`src/rtl/multi_wave_node_generator_if.sv`:
```
// Waveform node bus shared between the note-select logic and one generator channel.
//   select        node select (lowest set bit wins, 0 = idle)
//   mode          waveform mode (00 triangle, 01 sawtooth, 10 square, 11 triangle)
//   out           registered DATA_W-bit sample
//   step          one-cycle pulse on every phase step
//   period_start  one-cycle pulse when the phase returns to 0
// master drives select/mode; slave (the generator) drives the sample side.
interface multi_wave_node_generator_if #(
    parameter int unsigned DATA_W = 12
);
    logic [4:0]        select;
    logic [1:0]        mode;
    logic [DATA_W-1:0] out;
    logic              step;
    logic              period_start;

    modport master (output select, mode, input out, step, period_start);
    modport slave  (input select, mode, output out, step, period_start);
endinterface

```
`src/rtl/multi_wave_node_generator.sv`:
```
// Multi-mode tone source: triangle, sawtooth or square wave for one of five nodes.
// Note and mode changes made while running take effect only at the period boundary.
//   clk    system clock, rising edge
//   rst_n  asynchronous active-low reset
//   bus    slave side of multi_wave_node_generator_if (select, mode in;
//          out, step, period_start out)
module multi_wave_node_generator #(
    parameter int unsigned DATA_W = 12,
    parameter int unsigned CNT_W  = 8,
    parameter int unsigned DIV0   = 23,
    parameter int unsigned DIV1   = 21,
    parameter int unsigned DIV2   = 18,
    parameter int unsigned DIV3   = 17,
    parameter int unsigned DIV4   = 16
) (
    input  logic                           clk,
    input  logic                           rst_n,
    multi_wave_node_generator_if.slave     bus
);
    localparam logic [DATA_W-1:0] MAX    = '1;
    localparam logic [DATA_W-1:0] MAX_M1 = MAX - 1'b1;

    typedef enum logic {IDLE, RUN} state_t;

    state_t             state, state_nxt;
    logic [CNT_W-1:0]   div_cnt;
    logic [CNT_W-1:0]   cur_div;
    logic [CNT_W-1:0]   dec_div;
    logic [1:0]         cur_mode;
    logic [DATA_W-1:0]  phase, phase_nxt;
    logic [DATA_W-1:0]  out_q, sample_nxt;
    logic               dir_up, dir_nxt;
    logic               step_q, ps_q;
    logic               tick, wrap, is_tri;

    assign bus.out          = out_q;
    assign bus.step         = step_q;
    assign bus.period_start = ps_q;

    assign is_tri = (cur_mode != 2'b01) && (cur_mode != 2'b10);

    // Lowest set select bit wins.
    always_comb begin
        dec_div = CNT_W'(DIV0);
        if (bus.select[0])      dec_div = CNT_W'(DIV0);
        else if (bus.select[1]) dec_div = CNT_W'(DIV1);
        else if (bus.select[2]) dec_div = CNT_W'(DIV2);
        else if (bus.select[3]) dec_div = CNT_W'(DIV3);
        else if (bus.select[4]) dec_div = CNT_W'(DIV4);
    end

    always_ff @(posedge clk or negedge rst_n) begin
        if (!rst_n) state <= IDLE;
        else        state <= state_nxt;
    end

    always_comb begin
        state_nxt = state;
        tick      = 1'b0;
        phase_nxt = phase;
        dir_nxt   = dir_up;
        case (state)
            IDLE: if (bus.select != '0) state_nxt = RUN;
            RUN: begin
                if (bus.select == '0)        state_nxt = IDLE;
                else if (div_cnt == cur_div) tick = 1'b1;
            end
            default: state_nxt = IDLE;
        endcase
        if (tick) begin
            if (is_tri) begin
                // Endpoints are not repeated: MAX turns straight to MAX-1; the
                // descent ends at 0, where the period boundary restores dir=up.
                if (dir_up) begin
                    if (phase == MAX) begin
                        phase_nxt = MAX_M1;
                        dir_nxt   = 1'b0;
                    end else begin
                        phase_nxt = phase + 1'b1;
                    end
                end else begin
                    phase_nxt = phase - 1'b1;
                end
            end else begin
                phase_nxt = (phase == MAX) ? '0 : phase + 1'b1;
            end
        end
    end

    assign wrap       = tick && (phase_nxt == '0);
    assign sample_nxt = (cur_mode == 2'b10) ? (phase_nxt[DATA_W-1] ? '0 : MAX) : phase_nxt;

    always_ff @(posedge clk or negedge rst_n) begin
        if (!rst_n) begin
            div_cnt  <= '0;
            cur_div  <= CNT_W'(DIV0);
            cur_mode <= 2'b00;
            phase    <= '0;
            dir_up   <= 1'b1;
            out_q    <= '0;
            step_q   <= 1'b0;
            ps_q     <= 1'b0;
        end else begin
            step_q <= 1'b0;
            ps_q   <= 1'b0;
            if (state == RUN && state_nxt == RUN) begin
                if (tick) begin
                    div_cnt <= '0;
                    step_q  <= 1'b1;
                    phase   <= phase_nxt;
                    out_q   <= sample_nxt;
                    dir_up  <= dir_nxt;
                    // Pending note/mode are picked up only here, at phase 0.
                    if (wrap) begin
                        ps_q     <= 1'b1;
                        cur_div  <= dec_div;
                        cur_mode <= bus.mode;
                        dir_up   <= 1'b1;
                    end
                end else begin
                    div_cnt <= div_cnt + 1'b1;
                end
            end else begin
                div_cnt <= '0;
                phase   <= '0;
                out_q   <= '0;
                dir_up  <= 1'b1;
                if (state == IDLE && state_nxt == RUN) begin
                    cur_div  <= dec_div;
                    cur_mode <= bus.mode;
                    ps_q     <= 1'b1;
                end
            end
        end
    end
endmodule
```
`src/flat_wrapper.sv`:
```
// flat-port wrapper written by rule: the top's interface ports become plain ports
module multi_wave_node_generator_flat 
#(
    parameter int unsigned DATA_W = 12,
    parameter int unsigned CNT_W  = 8,
    parameter int unsigned DIV0   = 23,
    parameter int unsigned DIV1   = 21,
    parameter int unsigned DIV2   = 18,
    parameter int unsigned DIV3   = 17,
    parameter int unsigned DIV4   = 16
)
  (clk, rst_n, bus_select, bus_mode, bus_out, bus_step, bus_period_start);
  multi_wave_node_generator_if #(.DATA_W(DATA_W)) bus_i ();
  input  logic clk;
  input  logic rst_n;
  input wire logic [$bits(bus_i.select)-1:0] bus_select;
  input wire logic [$bits(bus_i.mode)-1:0] bus_mode;
  output wire logic [$bits(bus_i.out)-1:0] bus_out;
  output wire logic [$bits(bus_i.step)-1:0] bus_step;
  output wire logic [$bits(bus_i.period_start)-1:0] bus_period_start;
  assign bus_i.select = bus_select;
  assign bus_i.mode = bus_mode;
  assign bus_out = bus_i.out;
  assign bus_step = bus_i.step;
  assign bus_period_start = bus_i.period_start;
  multi_wave_node_generator #(.DATA_W(DATA_W), .CNT_W(CNT_W), .DIV0(DIV0), .DIV1(DIV1), .DIV2(DIV2), .DIV3(DIV3), .DIV4(DIV4)) u_core (.clk(clk), .rst_n(rst_n), .bus(bus_i));
endmodule
```
`config.mk`:
```
export PLATFORM = sky130hd
export DESIGN_NAME = multi_wave_node_generator_flat
export DESIGN_NICKNAME = d
export VERILOG_FILES = /design/src/rtl/multi_wave_node_generator_if.sv /design/src/rtl/multi_wave_node_generator.sv /design/src/flat_wrapper.sv
export SDC_FILE = /design/constraint.sdc
export NUM_CORES = 1
export LEC_CHECK = 0
export CORE_ASPECT_RATIO = 1.75
export CORE_MARGIN = 5
export CORE_UTILIZATION = 50
export CTS_CLUSTER_SIZE = 14
export DETAILED_ROUTE_END_ITERATION = 7
export PLACE_DENSITY = 0.73
export SLEW_MARGIN = 30
export SYNTH_ARGS = -nofsm -noshare
export SYNTH_HDL_FRONTEND = slang
export SYNTH_SLANG_ARGS = --single-unit
```
`constraint.sdc`:
```
create_clock -name clk -period 3.2 [get_ports clk]
set_input_delay 0.64 -clock clk [delete_from_list [all_inputs] [get_ports clk]]
set_output_delay 0.64 -clock clk [all_outputs]
set_load 0.01 [all_outputs]
```
==> qor.csv, run 1 <==
metric;value;unit
worstPathArrival;3.27;ns
num_rows;35;
synth_area_leaders;dfrtp_1 (35%), nor2_1 (4.5%), dfstp_2 (3.9%), nand2_1 (3.8%), xor2_1 (3.3%);
postSynth.asyncResetShare;100.0;%
overflow;0;
syn_inst;300;
cts_tree;built;
cts-hold-fix-buffers;0;
setup_viol;0;
synth_top_area_share;34.51;%
pwr-share-comb;50.0;%
die-area;0.006988;mm2
diodes;0;
grt_max_degree;42;
criticalPathCategory;register to register;
tightestPinTransition;0.5158;ns
grt_pass1_vias;2446;
drive_gt1_share;18.02;%
start_util;51.05;%
regArea;0.001031;mm2
place.gp.congestion;0.9568;
placed_cell_area;0.003024;mm2
postSynthAreaPerCell;8.942;um2
cp_cell_sequence;ha_1 -> and2_1 -> nand4_2 -> a21o_1 -> a211oi_2 -> nor3_1 -> and4b_4 -> a32oi_4 -> mux2_4;
htree_levels;2;
synth-seq-area-share;38.43;%
grt_setup_unrepaired;no;
grt_pass1_wl;11880;um
synth-main-ff-cell;dfrtp_1;
stdcell_area;0.003158;mm2
io_pins;23;
p_sw;1080;uW
wirelength;7151;um
clkPwrFrac;16.0;%
status;finished, final reports clean;
via_count;2458;
fp.dieH;106.9;um
vdd_drop_max;0.4938;mV
max-clock-path-buffers;2;
fillers;467;
hold_class;primary input to async pin;
crit_required;3.39;ns
synthDistinctLibCells;65;
dr.pass1.iters;4;
cpMaxStageDelayCell;dfrtp_1;
max_stage_delay;0.46;ns
cts_root_buffer;clkbuf_8;
fin_crit;3.082;ns
internal_power;1614;uW
drc;0;
leakage;0.001374;uW
antenna_found_initial;0;
multi_input_area;0.001533;mm2
die_x;65.37;um
clk_latency;0.29;ns
cts_buffers;5;
cp-end-kind;register;
final_nets;346;
path_clk_slew;0.08;ns
syn_to_final_growth;17.72;%
dp_cells;379;
port_buffers;22;
worst_path_dominant_cell_family;compound AO/OA/AOI/OAI gates;
ys_ff_latch;41;
grt_use_total;21.70;%
critPathMaxFanout;9;
sw_frac_of_total;40.08;%
slew_viol_final;0;
period_share;96.30;%
final_antenna_net_count;0;
hold_violations;0;
core;0.005255;mm2
syn_area;0.002683;mm2
cap_violations;0;
yosys_warnings;0;
seq_power_share;33.9;%
fin_worst_skew;0.008519;ns
fmax;324.5;MHz
syn-num-nets;314;
synth-edff-count;0;
power_density;853.1;mW/mm2
yosysTopAreaCell;dfrtp_1;
finalSetupTns;0;ns
dp_hpwl;5409;um
avgViaCountPerCell;6.335;
layout.cells.non_filler;388;
relSlewSlack;65.61;%
dr.first_iter.drc_count;147;
routedWlPerCell;18.43;um
cts_num_sinks;41;
path_buf_inv;0;
fin_util;60.10;%
cp-start-kind;register;
Yosys cell counts, types with 3 or more instances:
cell / count
a21oi_1: 17
a211oi_1: 3
a31oi_1: 6
buf_2: 8
nand2b_1: 5
and2_1: 7
clkbuf_1: 7
xnor2_1: 6
and3_1: 6
inv_1: 9
nor3_1: 6
xor2_1: 10
nor2_1: 32
a22oi_1: 3
ha_1: 5
nor4_1: 3
nor2_2: 3
nor2b_1: 3
a21o_1: 3
nand2_1: 27
dfrtp_1: 37
or3_1: 5
mux2_4: 5
nand3_1: 12
dfstp_2: 4
o21ai_0: 17
o31ai_1: 4
layer usage:
metal  global-route usage (%)  share of wire [%]
met5                        0                  0
met4                    10.98                3.1
met3                    2.306                4.2
met2                    35.32                 51
met1                    28.13                 42
cell type report:
class,count,share of cell area (%)
tap,55,2.179
timing repair buffer,43,11.89
inverter,9,1.070
sequential,41,32.65
multi-input combinational,232,48.53
clock buffer,7,2.734
clock inverter,1,0.9509
state kept, by name, indices dropped and copies added, names as in the netlist:
| signal | flops |
|---|---|
| u_core.bus.period_start | 1 |
| u_core.bus.step | 1 |
| u_core.phase | 12 |
| u_core.cur_div | 3 |
| u_core.state | 1 |
| u_core.dir_up | 1 |
| u_core.div_cnt | 8 |
| u_core.cur_mode | 2 |
| u_core.bus.out | 12 |
stage by stage:
stage	worst slack [ns]	total power [uW]	hold WS, ns
after floorplan	0.4920	1790	0.3444
after CTS	0.06759	2681	0.4942
after global routing	0.007727	2870	0.3517
after global placement	0.09912	2216	0.4665
after detailed placement	0.02286	2240	0.4773
final	0.1183	2694	0.3096
what timing repair did:
action,4_1_cts,5_1_grt
gates resized for setup,0,3
setup buffers,0,1
endpoints found under the setup margin,0,5
power groups by stage:
| stage | combinational (uW) | sequential, uW | clock [uW] |
|---|---|---|---|
| after CTS | 1330 | 910 | 437 |
| after global placement | 1300 | 911 | 0 |
| after floorplan | 923 | 867 | 0 |
| after detailed placement | 1320 | 920 | 0 |
| after global routing | 1470 | 943 | 459 |
| final | 1350 | 915 | 432 |
final timing paths:
path	cells past startpoint	from	slack, ns	endpoint
setup / recovery	9	u_core.phase[1]	0.12	u_core.cur_mode[1]
hold / removal	1	rst_n	0.31	u_core.bus.period_start
setup reg to reg	9	u_core.phase[1]	0.12	u_core.cur_mode[1]
hold reg to reg	2	u_core.bus.out[5]	0.49	u_core.bus.out[5]
max in group asynchronous	1	rst_n	2.52	u_core.dir_up
min in group clk	2	u_core.bus.out[5]	0.49	u_core.bus.out[5]
layout by cell type, fill, tap and decap left out, types with 7 or more instances in the layout:
cell type / count
dfrtp_1: 37
xor2_1: 10
inv_1: 9
o21ai_0: 17
nor2_1: 31
nand3_1: 12
a21oi_1: 17
clkdlybuf4s50_1: 21
nand2_1: 27
buf_4: 22
and2_1: 7
cell families (layout without fill, tap and decap cells):
family          count (synthesis)  count (layout)  share of synthesized area (%)
simple gates                  127             127                          26.21
compound gates                 78              78                          19.92
flops                          41              41                          38.43
buf+inv                        27              60                          4.711
xor+xnor                       16              16                          5.224
mux                             6               6                          3.172
fa+ha+maj                       5               5                          2.332
Note: power is estimated with default switching activity, not from simulation.
==> inputs of run 2 (changes only) <==
--- a/config.mk
+++ b/config.mk
@@ -7,10 +7,10 @@
 export LEC_CHECK = 0
 export CORE_ASPECT_RATIO = 1.75
 export CORE_MARGIN = 5
-export CORE_UTILIZATION = 50
+export CORE_UTILIZATION = 58
 export CTS_CLUSTER_SIZE = 14
 export DETAILED_ROUTE_END_ITERATION = 7
-export PLACE_DENSITY = 0.73
+export PLACE_DENSITY = 0.82
 export SLEW_MARGIN = 30
 export SYNTH_ARGS = -nofsm -noshare
 export SYNTH_HDL_FRONTEND = slang
==> qor.csv, run 2 (same netlist as run 1, synthesis figures left out) <==
metric;value;unit
status;finished, final reports clean;
antenna_found_initial;0;
fin_ws;0.1496;ns
dp_hpwl;5488;um
ctsResizeCount;0;
relSlewSlack;58.32;%
fin_worst_skew;0.003549;ns
max-clock-path-buffers;2;
core;0.004444;mm2
diodes;0;
cp-start-kind;register;
grt_use_total;27.30;%
io_pins;23;
final_antenna_net_count;0;
cp_cell_sequence;ha_1 -> and2_1 -> nand4_2 -> a21o_1 -> a211oi_2 -> nor3_1 -> and4b_4 -> a32oi_4 -> mux2_4;
grt_pass1_vias;2595;
layout_commonest_cell;dfrtp_1;
overflow;0;
syn_to_final_growth;19.17;%
worst_path_dominant_cell_family;compound AO/OA/AOI/OAI gates;
power_density;883.8;mW/mm2
cts_tree;built;
cts_root_buffer;clkbuf_8;
fmax;327.8;MHz
start_util;60.36;%
clk_latency;0.30;ns
slew_viol_final;0;
finalSetupTns;0;ns
final_nets;349;
cts_num_sinks;41;
grt_setup_unrepaired;no;
wirelength;7451;um
cap_violations;0;
final_cell_mix;dfrtp_1 (37), nor2_1 (31), nand2_1 (27), buf_4 (25), clkdlybuf4s50_1 (21);
setup_viol;0;
pwr-share-comb;49.7;%
cp-end-kind;register;
drive_gt1_share;19.05;%
grt_max_degree;42;
htree_levels;2;
place.gp.congestion;0.9847;
dr.pass1.iters;5;
routedWlPerCell;19.25;um
p_total;2825;uW
leakage;0.001402;uW
die-area;0.006139;mm2
max_stage_delay;0.45;ns
criticalPathCategory;register to register;
hold_violations;0;
clkPwrFrac;17.9;%
p_sw;1127;uW
fp.dieH;99.97;um
grt_pass1_wl;12560;um
drc;0;
port_buffers;22;
avgViaCountPerCell;6.491;
cts_buffers;5;
seq_power_share;32.4;%
tightestPinTransition;0.6194;ns
sw_frac_of_total;39.89;%
worstPathArrival;3.24;ns
hold_class;primary input to async pin;
critPathMaxFanout;9;
cts-hold-fix-buffers;0;
pre_cts_slack;-0.05031;ns
post_cts_buffers;0;
path_clk_slew;0.08;ns
via_count;2512;
fin_crit;3.050;ns
cpMaxStageDelayCell;dfrtp_1;
num_rows;32;
vdd_drop_max;0.6165;mV
crit_required;3.39;ns
dr.first_iter.drc_count;184;
die_x;61.41;um
internal_power;1698;uW
period_share;95.32;%
path_buf_inv;0;
run 2: changes by cell type in the layout (fill, tap and decap cells not counted):
cell / delta
clkbuf_8: -1
buf_4: +3
clkbuf_1: -1
bufinv_16: +1
inv_6: +1
run 2: layout make-up:
type | count | area (um2)
multi-input cells | 232 | 1533
fillers | 331 | 1247
flip-flops and latches | 41 | 1031
repair buffers | 46 | 397.9
clock buffers | 5 | 68.82
clock inverters | 3 | 68.82
well taps | 51 | 63.81
inverters | 9 | 33.78
run 2: final timing paths:
kind | slack (ns) | startpoint | depth (start not counted) | end
worst min register to register | 0.49 | u_core.bus.out[6] | 2 | u_core.bus.out[6]
worst min-delay path | 0.30 | rst_n | 1 | u_core.cur_mode[0]
worst max-delay path | 0.15 | u_core.phase[0] | 9 | u_core.cur_mode[0]
worst max register to register | 0.15 | u_core.phase[0] | 9 | u_core.cur_mode[0]
max in group asynchronous | 2.54 | rst_n | 1 | u_core.cur_div[2]
min in group clk | 0.49 | u_core.bus.out[6] | 2 | u_core.bus.out[6]
run 2: metrics by stage:
stage          hold slack, ns  util (%)  instances  area, um2
2_1_floorplan          0.3444         -        300       2683
3_3_place_gp           0.4655     68.61        379       3049
3_5_place_dp           0.4721     68.61        379       3049
4_1_cts                0.4843     71.71        387       3187
5_1_grt                0.3369     71.93        387       3197
6_report               0.2983     71.93        387       3197
run 2: worst reg2reg max path, stage by stage (launching register included):
cell      delay, ns
dfrtp_1        0.45
ha_1           0.26
and2_1         0.27
nand4_2        0.26
a21o_1         0.36
a211oi_2       0.28
nor3_1         0.09
and4b_4        0.22
a32oi_4        0.40
mux2_4         0.34
run 2: metal layers:
metal / global-route usage, % / share of wire (%)
met1: 32.33 / 36
met2: 45.92 / 54
met3: 2.831 / 4.7
met4: 15.85 / 5.1
met5: 0 / 0
run 2: power by group through the flow:
stage	logic, uW	clock network (uW)	registers, uW
4_1_cts	1380	512	908
3_5_place_dp	1360	0	916
3_3_place_gp	1350	0	910
6_report	1400	507	916
5_1_grt	1530	542	941
2_1_floorplan	923	0	867
